File: config.mk
export PLATFORM = sky130hd
export DESIGN_NAME = s2mm_capture_ctrl
export DESIGN_NICKNAME = d
export VERILOG_FILES = /design/src/rtl/s2mm_capture_ctrl.sv
export SDC_FILE = /design/constraint.sdc
export NUM_CORES = 1
export LEC_CHECK = 0
export CORE_UTILIZATION = 55
export DETAILED_ROUTE_END_ITERATION = 8
export PLACE_DENSITY = 0.94
export SLEW_MARGIN = 20
export SYNTH_ARGS = -nofsm -noshare
export SYNTH_HDL_FRONTEND = slang
export SYNTH_SLANG_ARGS = --single-unit
File: constraint.sdc
create_clock -name axis_aclk -period 4.7 [get_ports axis_aclk]
set_clock_uncertainty 0.1 [all_clocks]
set_input_delay 0.94 -clock axis_aclk [delete_from_list [all_inputs] [get_ports axis_aclk]]
set_output_delay 0.94 -clock axis_aclk [all_outputs]
set_load 0.005 [all_outputs]
File: src/rtl/s2mm_capture_ctrl.sv
// Capture controller: decimates a non-stallable source stream, frames it into
// packets of pkt_len beats and hands it to a DMA S2MM channel.
// Optional drop counter is built when S2MM_CAPTURE_DROP_CNT_EN is defined.
`timescale 1ns/1ps

module s2mm_capture_ctrl #(
  parameter int WIDTH = 32,
  parameter int CNT_W = 26
) (
  input  logic               axis_aclk,
  input  logic               axis_areset,
  input  logic               start,
  input  logic               stop,
  input  logic [CNT_W-1:0]   decim,
  input  logic [15:0]        pkt_len,
  input  logic [15:0]        pkt_num,
  input  logic               s_axis_tvalid,
  input  logic [WIDTH-1:0]   s_axis_tdata,
  input  logic [WIDTH/8-1:0] s_axis_tkeep,
  output logic               s_axis_tready,
  output logic               m_axis_tvalid,
  output logic [WIDTH-1:0]   m_axis_tdata,
  output logic [WIDTH/8-1:0] m_axis_tkeep,
  output logic               m_axis_tlast,
  input  logic               m_axis_tready,
  output logic               busy,
  output logic               done,
  output logic [15:0]        pkt_cnt,
  output logic [15:0]        drop_cnt
);

  typedef enum logic [1:0] {
    ST_IDLE,
    ST_RUN,
    ST_STOP_PEND,
    ST_DONE
  } state_e;

  state_e               state_q, state_d;
  logic [CNT_W-1:0]     decim_q, decim_d;
  logic [15:0]          len_q, len_d;
  logic [15:0]          num_q, num_d;
  logic [CNT_W-1:0]     phase_q, phase_d;
  logic [15:0]          beat_q, beat_d;
  logic [15:0]          pkt_cnt_q, pkt_cnt_d;
  logic                 rdy_q;
  logic                 m_valid_q, m_valid_d;
  logic [WIDTH-1:0]     m_data_q, m_data_d;
  logic [WIDTH/8-1:0]   m_keep_q, m_keep_d;
  logic                 m_last_q, m_last_d;

  logic                 capturing;
  logic                 in_beat;
  logic                 keep_beat;
  logic                 can_load;
  logic                 load;
  logic                 last_beat;
  logic                 hs_last;
  logic [15:0]          pkts_done;
  logic                 final_pkt;
  logic                 arm;

  assign capturing = (state_q == ST_RUN) || (state_q == ST_STOP_PEND);
  assign in_beat   = capturing && s_axis_tvalid;
  assign keep_beat = in_beat && (phase_q == '0);
  assign can_load  = !m_valid_q || m_axis_tready;
  assign load      = keep_beat && can_load;
  assign last_beat = (beat_q == len_q - 16'd1) || (state_q == ST_STOP_PEND);
  assign hs_last   = m_valid_q && m_axis_tready && m_last_q;
  assign arm       = (state_q == ST_IDLE) && start;

  // A load implies the previous beat is gone or leaving this cycle, so counting
  // its tlast handshake now keeps the packet-limit check exact for pkt_len=1.
  assign pkts_done = pkt_cnt_q + {15'd0, hs_last};
  assign final_pkt = (num_q != 16'd0) && ((pkts_done + 16'd1) == num_q);

  // NOTE: every variable assigned here gets a default first, so no path leaves
  // it unassigned and no latch is inferred.
  always_comb begin
    state_d   = state_q;
    decim_d   = decim_q;
    len_d     = len_q;
    num_d     = num_q;
    phase_d   = phase_q;
    beat_d    = beat_q;
    pkt_cnt_d = pkt_cnt_q;
    m_valid_d = m_valid_q;
    m_data_d  = m_data_q;
    m_keep_d  = m_keep_q;
    m_last_d  = m_last_q;

    if (in_beat) begin
      phase_d = (phase_q == decim_q) ? '0 : phase_q + CNT_W'(1);
    end

    if (hs_last) begin
      pkt_cnt_d = pkt_cnt_q + 16'd1;
    end

    if (load) begin
      m_valid_d = 1'b1;
      m_data_d  = s_axis_tdata;
      m_keep_d  = s_axis_tkeep;
      m_last_d  = last_beat;
      beat_d    = last_beat ? 16'd0 : beat_q + 16'd1;
    end else if (m_axis_tready) begin
      m_valid_d = 1'b0;
      m_last_d  = 1'b0;
    end

    case (state_q)
      ST_IDLE: begin
        if (start) begin
          state_d   = ST_RUN;
          decim_d   = decim;
          len_d     = (pkt_len == 16'd0) ? 16'd1 : pkt_len;
          num_d     = pkt_num;
          phase_d   = '0;
          beat_d    = 16'd0;
          pkt_cnt_d = 16'd0;
        end
      end
      ST_RUN: begin
        if (load && last_beat && final_pkt) begin
          state_d = ST_DONE;
        end else if (stop) begin
          // Judge the packet boundary after this cycle's load, so a beat
          // loaded alongside stop is never left in an unterminated packet.
          state_d = (beat_d == 16'd0) ? ST_DONE : ST_STOP_PEND;
        end
      end
      ST_STOP_PEND: begin
        if (load) begin
          state_d = ST_DONE;
        end
      end
      ST_DONE: begin
        if (!m_valid_q) begin
          state_d = ST_IDLE;
        end
      end
      default: state_d = ST_IDLE;
    endcase
  end

  // NOTE: sequential state uses non-blocking assignments only, so every
  // register samples the pre-edge value of every other register.
  always_ff @(posedge axis_aclk) begin
    if (axis_areset) begin
      state_q   <= ST_IDLE;
      decim_q   <= '0;
      len_q     <= 16'd0;
      num_q     <= 16'd0;
      phase_q   <= '0;
      beat_q    <= 16'd0;
      pkt_cnt_q <= 16'd0;
      rdy_q     <= 1'b0;
      m_valid_q <= 1'b0;
      m_data_q  <= '0;
      m_keep_q  <= '0;
      m_last_q  <= 1'b0;
    end else begin
      state_q   <= state_d;
      decim_q   <= decim_d;
      len_q     <= len_d;
      num_q     <= num_d;
      phase_q   <= phase_d;
      beat_q    <= beat_d;
      pkt_cnt_q <= pkt_cnt_d;
      rdy_q     <= 1'b1;
      m_valid_q <= m_valid_d;
      m_data_q  <= m_data_d;
      m_keep_q  <= m_keep_d;
      m_last_q  <= m_last_d;
    end
  end

`ifdef S2MM_CAPTURE_DROP_CNT_EN
  logic [15:0] drop_q;
  logic        drop_beat;

  assign drop_beat = keep_beat && !can_load;

  always_ff @(posedge axis_aclk) begin
    if (axis_areset) begin
      drop_q <= 16'd0;
    end else if (arm) begin
      drop_q <= 16'd0;
    end else if (drop_beat && (drop_q != 16'hFFFF)) begin
      drop_q <= drop_q + 16'd1;
    end
  end

  assign drop_cnt = drop_q;
`else
  logic unused_arm;
  assign unused_arm = arm;
  assign drop_cnt   = 16'd0;
`endif

  assign s_axis_tready = rdy_q;
  assign m_axis_tvalid = m_valid_q;
  assign m_axis_tdata  = m_data_q;
  assign m_axis_tkeep  = m_keep_q;
  assign m_axis_tlast  = m_last_q;
  assign busy          = (state_q != ST_IDLE);
  assign done          = (state_q == ST_DONE) && !m_valid_q;
  assign pkt_cnt       = pkt_cnt_q;

endmodule

==> results by group, run 1 <==
GRT
  – Antenna violations before repair: 0
  – Vias in the first global route: 7091
  – GRT Total Usage: 29.98%
  – Grt ovf: 0
  – Global-route wire length before repair: 34.53 mm
  – Largest net degree at the start of global routing: 48

Power
  – Switching Fraction: 33.30%
  – Leakage: 3.798 nW
  – Comb power frac: 30.8%
  – Seq pwr share: 37.1%
  – Clock power share: 32.1%
  – Sw power: 1.536 mW
  – VDD IR max: 0.3285 mV
  – PD cells: 458.0 nW/um^2
  – P_int: 3.075 mW

Clocking
  – Clk pin slew, worst setup/hold paths: 0.07 ns
  – Post-CTS Hold Buffers: 0
  – H-tree Lvls: 4
  – Clock Tree Root: clkbuf_16
  – Post-CTS Setup Bufs: 0
  – # clock sinks: 157
  – Clk_lat worst skew: 0.43 ns
  – TritonCTS Buffers: 17
  – Max Root-Sink Buffers: 2
  – CTS tree: done
  – Post-cts repair resize count: 0

Critical path
  – Slowest stage delay, CP: 0.51 ns
  – Setup Crit Path Kind: primary input to flop
  – Critical Path AT: 4.03 ns
  – Critical-path cell list: clkdlybuf4s50_1 -> and3_1 -> inv_1 -> ha_1 -> inv_1 -> ha_1 -> and4_1 -> nand4_1 -> xnor2_1 -> nor3_1 -> o2111ai_1 -> o31ai_2 -> o21ai_2 -> a211oi_2
  – Reg-to-reg endpoint: beat_q[12]
  – Crit. End Element: flop
  – Beginning of the worst register-to-register path: state_q[1]
  – Critical path depth: 14
  – CP Max Fanout: 6
  – Largest delay share family, worst path: simple AND/OR/NAND/NOR gates
  – Bufs and invs on worst path: 3
  – Worst EP required: 4.94 ns
  – R2R Setup Slk: 1.22 ns
  – CP max-delay cell: clkdlybuf4s50_1
  – Worst reg-to-reg path cell count: 9
  – Startpoint types: primary input

Placed design
  – Port buffer count: 156
  – GPL Wtd Cong: 0.9519
  – Dpl hpwl: 15.11 mm

Drt
  – Vias per inst: 5.946
  – DR vias: 7206
  – Metal3 WL: 1.738 mm
  – WL/cell: 18.07 um
  – TritonRoute pass-1 iters: 5
  – Remaining DRCs: 0
  – Total wire length: 21.90 mm
  – DR iter-0 viols: 528
  – Post-Route M1 WL: 8.345 mm
  – Met2 WL: 11.02 mm
  – Post-route ant nets: 0
  – Uppermost layer routed: met4

Synthesis
  – Asr flop ratio synth: 0%
  – #FFs+latches synth: 157
  – Average instance area after synthesis: 8.841 um^2
  – Post-Syn Area: 7869 um^2
  – Top_reg_cell synth: dfxtp_1
  – Syn. warnings: 0
  – Yosys top cell area share: 39.94%
  – Cell type with the largest total area after synthesis: dfxtp_1
  – Synth cell types: 69
  – Synth area leaders: dfxtp_1 40%, xor2_1 7.7%, a22o_1 6.1%
  – Cells after Synth: 890
  – Number of synthesized flops with an enable pin: 0
  – Post-synthesis sequential area ratio: 39.94%

Final layout
  – Layout Nets: 1131
  – Layout cell share with drive strength beyond 1: 7.267%
  – Synth-to-Final Area Change: 27.92%
  – Fill cell count: 927
  – N_diodes: 0
  – Final core utilization: 72.24%

Timing
  – Setup TNS: 0 ns
  – Final min period: 3.789 ns
  – Final Hold Vio Count: 0
  – Worst-Margin Slew: 0.7542 ns
  – Max transition margin: 49.60%
  – Unrepaired setup endpoints after global routing: false
  – Final slew viol count: 0
  – Final setup fails: 0
  – Crit share post-route: 80.61%
  – Fmax: 0.2639 GHz

Floorplan
  – Die ar.: 14790 um^2
  – Site Rows: 43
  – Die Wd: 121.6 um
  – Core area: 13930 um^2
  – Starting Density: 56.47%
  – Number of top-level pins: 173
  – Die span in y: 121.6 um

Job
  – MaxCap Viol Count: 0

Min path
  – Endpoint, Worst Hold: m_axis_tdata[21]
  – Startpoint of the worst hold path: m_axis_tdata[21]
  – Tightest Hold Check Type: flop to flop
  – Hold Path Depth: 2

Status
  – Status: complete, no violations
==> cell usage in the layout (no fill, tap or decap), types with 3 or more instances in the layout <==
cell type,n
a211oi_1,5
a21oi_1,52
a22o_1,55
a31oi_1,5
a41oi_1,4
and2_1,9
and3_1,13
and4_1,8
buf_4,7
bufinv_16,4
clkbuf_16,17
clkdlybuf4s50_1,155
clkinvlp_4,5
conb_1,16
dfxtp_1,157
ha_1,12
inv_1,19
inv_6,4
mux2i_1,11
nand2_1,110
nand2b_1,6
nand3_1,32
nand3b_1,8
nand4_1,20
nor2_1,56
nor2_4,11
nor2b_1,4
nor3_1,15
nor4_1,26
nor4b_1,3
o21ai_0,13
or3_1,14
xnor2_1,43
xor2_1,69
==> worst min-delay path: cells and delay by family, from the launching register on <==
family | cells | cell delay, ns
DFF | 1 | 0.31
AOI/OAI and AO/OA | 1 | 0.05
and+or+nand+nor | 1 | 0.05
==> per-layer routing <==
metal / up-vias / global-route usage (%)
met2: 374 / 51.74
met1: 3386 / 34.67
met4: 0 / 14.74
met5: - / 0
met3: 77 / 7.163
li1: 3369 / -
==> power by group through the flow <==
stage          registers [mW]  clock network (mW)  logic, mW
2_1_floorplan            1.68                   0      0.918
3_3_place_gp             1.72                   0       1.33
3_5_place_dp             1.73                   0       1.37
4_1_cts                  1.71                1.48       1.40
5_1_grt                  1.73                1.53       1.53
6_report                 1.71                1.48       1.42
==> synthesized netlist by cell type (2+ instances only) <==
cell / instances
mux2i_1: 11
a2bb2oi_1: 2
nor2b_1: 4
xnor2_1: 43
nor4b_1: 3
dfxtp_1: 157
a41oi_1: 4
o21ai_0: 13
buf_2: 3
xor2_1: 69
nor2_1: 57
nor2_4: 10
o211a_1: 2
clkbuf_1: 40
nand3b_1: 8
nor3_4: 2
ha_1: 12
or3_1: 14
nand3_1: 32
buf_6: 3
nand2_1: 110
nor4_1: 26
or4_1: 2
nor4_2: 3
inv_1: 19
nand4_1: 20
a21oi_1: 53
buf_4: 17
and2_1: 9
and4_1: 8
a31oi_1: 5
and3_1: 13
a22o_1: 55
nand2b_1: 6
buf_1: 2
nor3_1: 16
a211oi_1: 5
==> layout make-up <==
type | instances | area [um^2] | share of cell area (%)
clock inverter | 15 | 210.2 | 2.088
inverter | 19 | 71.32 | 0.7085
tap | 180 | 225.2 | 2.237
sequential | 157 | 3143 | 31.22
timing repair buffer | 164 | 1629 | 16.18
clock buffer | 17 | 425.4 | 4.226
multi-input combinational | 660 | 4362 | 43.33
==> cell families (layout without fill, tap and decap cells) <==
family	Yosys count	after routing	share of synthesized area, %
simple gates	350	350	23.76
compound gates	159	159	14.72
flops	157	157	39.94
xor+xnor	112	112	12.47
buf+inv	88	215	5.756
fa+ha+maj	12	12	1.908
mux	11	11	1.399
other cells	1	16	0.04766
==> how the worst max path moves through the flow <==
stage                  startpoint         end  slack (ns)
global placement    m_axis_tready  state_q[1]        0.67
detailed placement  m_axis_tready  state_q[0]        0.60
global route        m_axis_tready  state_q[0]        0.71
floorplan           m_axis_tready  state_q[1]        1.27
CTS                 m_axis_tready  state_q[0]        0.96
finish              m_axis_tready  state_q[0]        0.91
==> registers in the layout, summed over array words and instances, names as in the netlist <==
signal,cells
m_axis_tkeep,4
num_q,16
m_axis_tlast,1
m_axis_tdata,32
m_axis_tvalid,1
len_q,16
state_q,2
pkt_cnt,16
phase_q,26
beat_q,16
decim_q,26
s_axis_tready,1
==> through the flow <==
step	total power [mW]	worst slack, ns	hold slack (ns)	instance area, um^2	std cells
after floorplan	2.601	1.271	0.3482	7925	905
after global placement	3.046	0.6698	0.3363	9405	1179
after detailed placement	3.101	0.6004	0.3431	9405	1179
after CTS	4.585	0.9598	0.3512	10040	1211
after global routing	4.799	0.7115	0.3704	10070	1212
final	4.611	0.9111	0.3507	10070	1212
No activity file was read; power rests on OpenSTA's default activity.
==> inputs of run 2 (changes only) <==
--- a/config.mk
+++ b/config.mk
@@ -5,9 +5,9 @@
 export SDC_FILE = /design/constraint.sdc
 export NUM_CORES = 1
 export LEC_CHECK = 0
-export CORE_UTILIZATION = 55
+export CORE_UTILIZATION = 51
 export DETAILED_ROUTE_END_ITERATION = 8
-export PLACE_DENSITY = 0.94
+export PLACE_DENSITY = 0.88
 export SLEW_MARGIN = 20
 export SYNTH_ARGS = -nofsm -noshare
 export SYNTH_HDL_FRONTEND = slang
==> constraint.sdc (replaced) <==
create_clock -name axis_aclk -period 3.7 [get_ports axis_aclk]
set_clock_uncertainty 0.1 [all_clocks]
set_input_delay 0.74 -clock axis_aclk [delete_from_list [all_inputs] [get_ports axis_aclk]]
set_output_delay 0.74 -clock axis_aclk [all_outputs]
set_load 0.005 [all_outputs]
==> results by group, run 2 (synthesis gave the netlist of run 1 again) <==
Timing
  – Final setup fails: 0 (unchanged)
  – Final min period: 3.444 ns
  – Fmax: 0.2903 GHz
  – Crit share post-route: 93.09%
  – Unrepaired setup endpoints after global routing: false
  – Final Hold Vio Count: 0 (unchanged)
  – Max transition margin: 47.23% (-2.4 points)
  – Worst-Margin Slew: 0.7897 ns (+0.03555 ns)
  – Final slew viol count: 0 (unchanged)

Drt
  – TritonRoute pass-1 iters: 6 (+1)
  – WL/cell: 16.67 um (-7.7%)
  – Total wire length: 20.37 mm (-7.0%)
  – Vias per inst: 5.738 (-3.5%)
  – Post-route ant nets: 0 (unchanged)
  – DR vias: 7012 (-2.7%)
  – Remaining DRCs: 0 (unchanged)
  – DR iter-0 viols: 431 (-18%)

Final layout
  – Max FFs per register: 32 (unchanged)
  – Layout cell share with drive strength beyond 1: 6.867% (-0.40 points)
  – Synth-to-Final Area Change: 27.56%
  – Layout Nets: 1134 (+0.27%)
  – Commonest non-fill, non-tap cell in the layout: dfxtp_1
  – N_diodes: 0 (unchanged)
  – Fill cell count: 1160 (+25%)
  – Commonest non-fill, non-tap cells in the layout: 157 x dfxtp_1, 155 x clkdlybuf4s50_1, 110 x nand2_1
  – Fin area: 10040 um^2 (-0.29%)

Clocking
  – CTS tree: done
  – Clk pin slew, worst setup/hold paths: 0.06 ns (about the same)
  – Max Root-Sink Buffers: 2 (unchanged)
  – Post-CTS Setup Bufs: 0 (unchanged)
  – Clock Tree Root: clkbuf_16
  – H-tree Lvls: 4 (unchanged)
  – # clock sinks: 157 (unchanged)
  – TritonCTS Buffers: 17 (unchanged)
  – Post-cts repair resize count: 0 (unchanged)
  – Clk_lat worst skew: 0.43 ns (about the same)
  – Post-CTS Hold Buffers: 0 (unchanged)

Min path
  – Tightest Hold Check Type: flop to flop
  – Hold Path Depth: 2 (unchanged)

Placed design
  – Port buffer count: 156 (unchanged)
  – Area of placed instances: 9470 um^2 (+0.69%)
  – GPL Wtd Cong: 0.9363 (-1.6%)
  – Dpl hpwl: 14.41 mm (-4.6%)

Critical path
  – Worst EP required: 3.90 ns (-1.04 ns)
  – Critical Path AT: 3.64 ns (-0.39 ns)
  – Crit. End Element: flop
  – Critical-path cell list: clkdlybuf4s50_1 -> and3_1 -> inv_1 -> ha_1 -> inv_1 -> ha_1 -> xnor2_1 -> o211a_1 -> nand4_1 -> nor4b_1 -> o2111ai_1 -> o31ai_2 -> mux2i_1 -> nor2_1
  – CP max-delay cell: clkdlybuf4s50_1
  – Startpoint types: primary input
  – Worst reg-to-reg path cell count: 10 (+1)
  – Setup Crit Path Kind: primary input to flop
  – Slowest stage delay, CP: 0.51 ns (about the same)
  – CP Max Fanout: 5 (-1)

Power
  – Leakage: 3.795 nW (about the same)
  – VDD IR max: 0.3630 mV (+11%)
  – Final Power: 5.663 mW (+23%)
  – PD cells: 564.3 nW/um^2 (+23%)

Job
  – MaxCap Viol Count: 0 (unchanged)

Status
  – Status: complete, no violations

Floorplan
  – Number of top-level pins: 173 (unchanged)
  – Starting Density: 51.95% (-4.5 points)
  – Die span in y: 126.2 um (+3.8%)
  – Die Wd: 126.2 um (+3.8%)
  – Site Rows: 45 (+4.7%)
  – Core area: 15150 um^2 (+8.7%)
  – Die ar.: 15930 um^2 (+7.7%)

GRT
  – Antenna violations before repair: 0 (unchanged)
  – Vias in the first global route: 6771 (-4.5%)
  – Grt ovf: 0 (unchanged)
  – GRT Total Usage: 25.93% (-4.1 points)
  – Largest net degree at the start of global routing: 40 (-17%)
  – Global-route wire length before repair: 33.00 mm (-4.4%)
run 2: cell count changes in the layout (fill, tap and decap cells not counted), sizes merged:
cell	change
clkbuf	+8
buf	+3
inv	-4
clkinv	+1
clkinvlp	-4
bufinv	-2
run 2: layout make-up:
class	count	area, um^2	share of cell area [%]
multi-input cells	660	4362	43.46
flip-flops and latches	157	3143	31.31
repair buffers	167	1664	16.58
clock buffers	25	475.5	4.737
well taps	188	235.2	2.344
clock inverters	6	86.33	0.8601
inverters	19	71.32	0.7105
run 2: through the flow:
stage	setup slack [ns]	TNS [ns]	instances	utilization, %	hold WS (ns)
after floorplan	0.4713	0	905	-	0.3482
after global placement	0.006232	0	1191	62.53	0.3370
after detailed placement	-0.08756	-0.1674	1191	62.53	0.3428
after CTS	0.2963	0	1222	66.24	0.3511
after global routing	0.0009317	0	1222	66.27	0.3637
final	0.2557	0	1222	66.27	0.3483
run 2: metal layers:
layer	vias up	GRT usage [%]	wire, um
li1	3368	-	-
met1	3284	31.30	8462
met2	292	43.32	9866
met3	68	6.542	1300
met4	0	12.05	741
met5	-	0	0
run 2: worst paths after layout:
check                                      start                to  slack, ns
worst max-delay path               m_axis_tready        state_q[1]       0.26
worst min-delay path            m_axis_tdata[29]  m_axis_tdata[29]       0.35
worst min register to register  m_axis_tdata[29]  m_axis_tdata[29]       0.35
worst max register to register          len_q[0]        beat_q[12]       0.51
run 2: power by group:
| group | switching, mW | internal, mW |
|---|---|---|
| clock network | 0.666 | 1.02 |
| registers | 0.232 | 1.94 |
| logic | 0.954 | 0.852 |
run 2: critical path, delay by kind of cell:
family | cells | cell delay [ns]
adders and majority gates | 2 | 0.45
and+or+nand+nor | 4 | 0.68
muxes | 1 | 0.23
buffers and inverters | 3 | 0.62
xor gates and xnor gates | 1 | 0.15
AOI/OAI and AO/OA | 3 | 0.75
==> inputs of run 3 (changes only) <==
--- a/config.mk
+++ b/config.mk
@@ -5,9 +5,12 @@
 export SDC_FILE = /design/constraint.sdc
 export NUM_CORES = 1
 export LEC_CHECK = 0
-export CORE_UTILIZATION = 51
+export CELL_PAD_IN_SITES_DETAIL_PLACEMENT = 2
+export CELL_PAD_IN_SITES_GLOBAL_PLACEMENT = 2
+export CORE_UTILIZATION = 30
+export CTS_CLUSTER_DIAMETER = 80
 export DETAILED_ROUTE_END_ITERATION = 8
-export PLACE_DENSITY = 0.88
+export PLACE_DENSITY = 0.8
 export SLEW_MARGIN = 20
 export SYNTH_ARGS = -nofsm -noshare
 export SYNTH_HDL_FRONTEND = slang
==> results by group, run 3 (synthesis gave the netlist of run 1 again) <==
Power
  – PD cells: 565.1 nW/um^2 (+0.15%)
  – Final Power: 5.817 mW (+2.7%)
  – Leakage: 3.853 nW (+1.5%)
  – Comb power frac: 32.2% (+0.3 points)
  – P_int: 3.759 mW (-1.4%)
  – VDD IR max: 0.2852 mV (-21%)
  – Sw power: 2.059 mW (+11%)
  – Seq pwr share: 37.2% (-1.1 points)
  – Switching Fraction: 35.39% (+2.7 points)
  – Clock power share: 30.6% (+0.8 points)

GRT
  – Met3 Use GR: 5.303% (-1.2 points)
  – Antenna violations before repair: 1 (+1)
  – Global-route wire length before repair: 41.20 mm (+25%)
  – Grt ovf: 0 (unchanged)
  – Largest net degree at the start of global routing: 39 (-2.5%)
  – GRT met1 Usage: 24.03% (-7.3 points)
  – Met2 Usage GRT: 34.59% (-8.7 points)
  – Vias in the first global route: 7521 (+11%)
  – GRT Total Usage: 19.84% (-6.1 points)
  – Grt peak-use layer: met2

Clocking
  – CTS tree: done
  – Post-cts repair resize count: 0 (unchanged)
  – Post-CTS Hold Buffers: 0 (unchanged)
  – # clock sinks: 157 (unchanged)
  – Post-CTS Setup Bufs: 0 (unchanged)
  – H-tree Lvls: 4 (unchanged)
  – Clk pin slew, worst setup/hold paths: 0.08 ns (+0.02 ns)
  – Max Root-Sink Buffers: 2 (unchanged)
  – TritonCTS Buffers: 17 (unchanged)
  – Clk_lat worst skew: 0.43 ns (about the same)
  – Clock Tree Root: clkbuf_16

Drt
  – Total wire length: 26.21 mm (+29%)
  – DR vias: 7080 (+0.97%)
  – Remaining DRCs: 0 (unchanged)
  – Vias per inst: 5.145 (-10%)
  – Post-route ant nets: 0 (unchanged)
  – WL/cell: 19.05 um (+14%)
  – TritonRoute pass-1 iters: 4 (-2)
  – DR iter-0 viols: 277 (-36%)

Min path
  – Hold Path Depth: 2 (unchanged)
  – Startpoint of the worst hold path: m_axis_tdata[13]
  – Tightest Hold Check Type: flop to flop
  – Endpoint, Worst Hold: m_axis_tdata[13]

Placed design
  – Port buffer count: 156 (unchanged)
  – Dpl hpwl: 19.37 mm (+34%)
  – GPL Wtd Cong: 0.7799 (-17%)
  – DP Cell Count: 1343 (+13%)
  – Area of placed instances: 9703 um^2 (+2.5%)

Critical path
  – Critical Path AT: 3.61 ns (-0.03 ns)
  – R2R Setup Slk: 0.39 ns (-0.12 ns)
  – Worst EP required: 3.90 ns (about the same)
  – Reg-to-reg endpoint: state_q[1]
  – Crit. End Element: flop
  – Beginning of the worst register-to-register path: len_q[0]
  – Setup Crit Path Kind: primary input to flop
  – Worst reg-to-reg path cell count: 9 (-1)
  – CP Max Fanout: 3 (-2)
  – Startpoint types: primary input

Floorplan
  – Starting Density: 30.89% (-21 points)
  – Site Rows: 58 (+29%)
  – Number of top-level pins: 173 (unchanged)
  – Die span in y: 164.0 um (+30%)
  – Die Wd: 164.0 um (+30%)
  – Core area: 25470 um^2 (+68%)
  – Die ar.: 26880 um^2 (+69%)

Final layout
  – Sequential Area: 3143 um^2 (unchanged)
  – Commonest non-fill, non-tap cells in the layout: 157 x dfxtp_1, 155 x clkdlybuf4s50_1, 110 x nand2_1
  – Synth-to-Final Area Change: 30.83%
  – Area of the multi-input gates: 4362 um^2 (unchanged)
  – Final Non-Filler Cells: 1376 (+13%)
  – Fin area: 10290 um^2 (+2.6%)
  – Fill cell count: 2809 (+140%)
  – Layout Nets: 1144 (+0.88%)
  – Max FFs per register: 32 (unchanged)
  – Layout cell share with drive strength beyond 1: 8.421% (+1.6 points)
  – Commonest non-fill, non-tap cell in the layout: dfxtp_1

Timing
  – Crit share post-route: 92.09% (-1.0 points)
  – Worst-Margin Slew: 0.8110 ns (+0.02129 ns)
  – Final Hold Vio Count: 0 (unchanged)
  – Unrepaired setup endpoints after global routing: false
  – Final setup fails: 0 (unchanged)
  – Final min period: 3.407 ns (-0.03699 ns)
  – Fmax: 0.2935 GHz (+1.1%)
  – Max transition margin: 45.80% (-1.4 points)
  – Setup TNS: 0 ns (unchanged)
  – Final slew viol count: 0 (unchanged)

Status
  – Status: complete, no violations

Job
  – MaxCap Viol Count: 0 (unchanged)
-- run 3: changes by cell type in the layout (fill, tap and decap cells not counted), moves of 2 or more --
cell	previous run	this run
buf_12	2	0
buf_4	9	21
clkbuf_1	6	0
inv_6	0	5
inv_8	0	2
-- run 3: worst max path at each step --
stage | start | cells after the start | to
2_1_floorplan | m_axis_tready | 13 | state_q[1]
3_3_place_gp | m_axis_tready | 14 | state_q[1]
3_5_place_dp | m_axis_tready | 14 | state_q[1]
4_1_cts | m_axis_tready | 14 | state_q[1]
5_1_grt | m_axis_tready | 14 | state_q[1]
6_report | m_axis_tready | 14 | state_q[1]
-- run 3: critical path: stages --
cell and delay, ns:
clkdlybuf4s50_1 0.48, and3_1 0.18, inv_1 0.05, ha_1 0.18
inv_1 0.06, ha_1 0.20, and4_1 0.24, nand4_1 0.13
xnor2_1 0.17, nor3_1 0.27, o2111ai_1 0.19, o31ai_2 0.39
mux2i_1 0.26, nor2_1 0.06
-- run 3: routing by layer --
| metal | routed length, um | vias to the layer above |
|---|---|---|
| li1 | - | 3392 |
| met1 | 11520 | 3539 |
| met2 | 13260 | 124 |
| met3 | 1120 | 25 |
| met4 | 304 | 0 |
| met5 | 0 | - |
-- run 3: cell type report --
| class | instances | area share, % |
|---|---|---|
| multi-input cells | 660 | 42.37 |
| flip-flops and latches | 157 | 30.53 |
| repair buffers | 177 | 16.65 |
| clock buffers | 18 | 4.266 |
| well taps | 330 | 4.011 |
| clock inverters | 14 | 1.458 |
| inverters | 19 | 0.6928 |
| diodes | 1 | 0.02431 |
-- run 3: power by group through the flow --
stage,Clock (mW),Combinational (mW),Sequential (mW)
4_1_cts,1.83,1.90,2.17
5_1_grt,1.90,2.04,2.20
3_5_place_dp,0,1.88,2.21
6_report,1.78,1.87,2.17
3_3_place_gp,0,1.83,2.20
2_1_floorplan,0,1.17,2.14
-- run 3: through the flow --
| step | setup WS [ns] | hold WS (ns) | utilization (%) |
|---|---|---|---|
| floorplan | 0.4713 | 0.3482 | - |
| global placement | 0.05409 | 0.3367 | 38.07 |
| detailed placement | -0.07380 | 0.3471 | 38.09 |
| CTS | 0.2721 | 0.3582 | 40.41 |
| global route | 0.1237 | 0.3760 | 40.41 |
| finish | 0.2927 | 0.3533 | 40.42 |
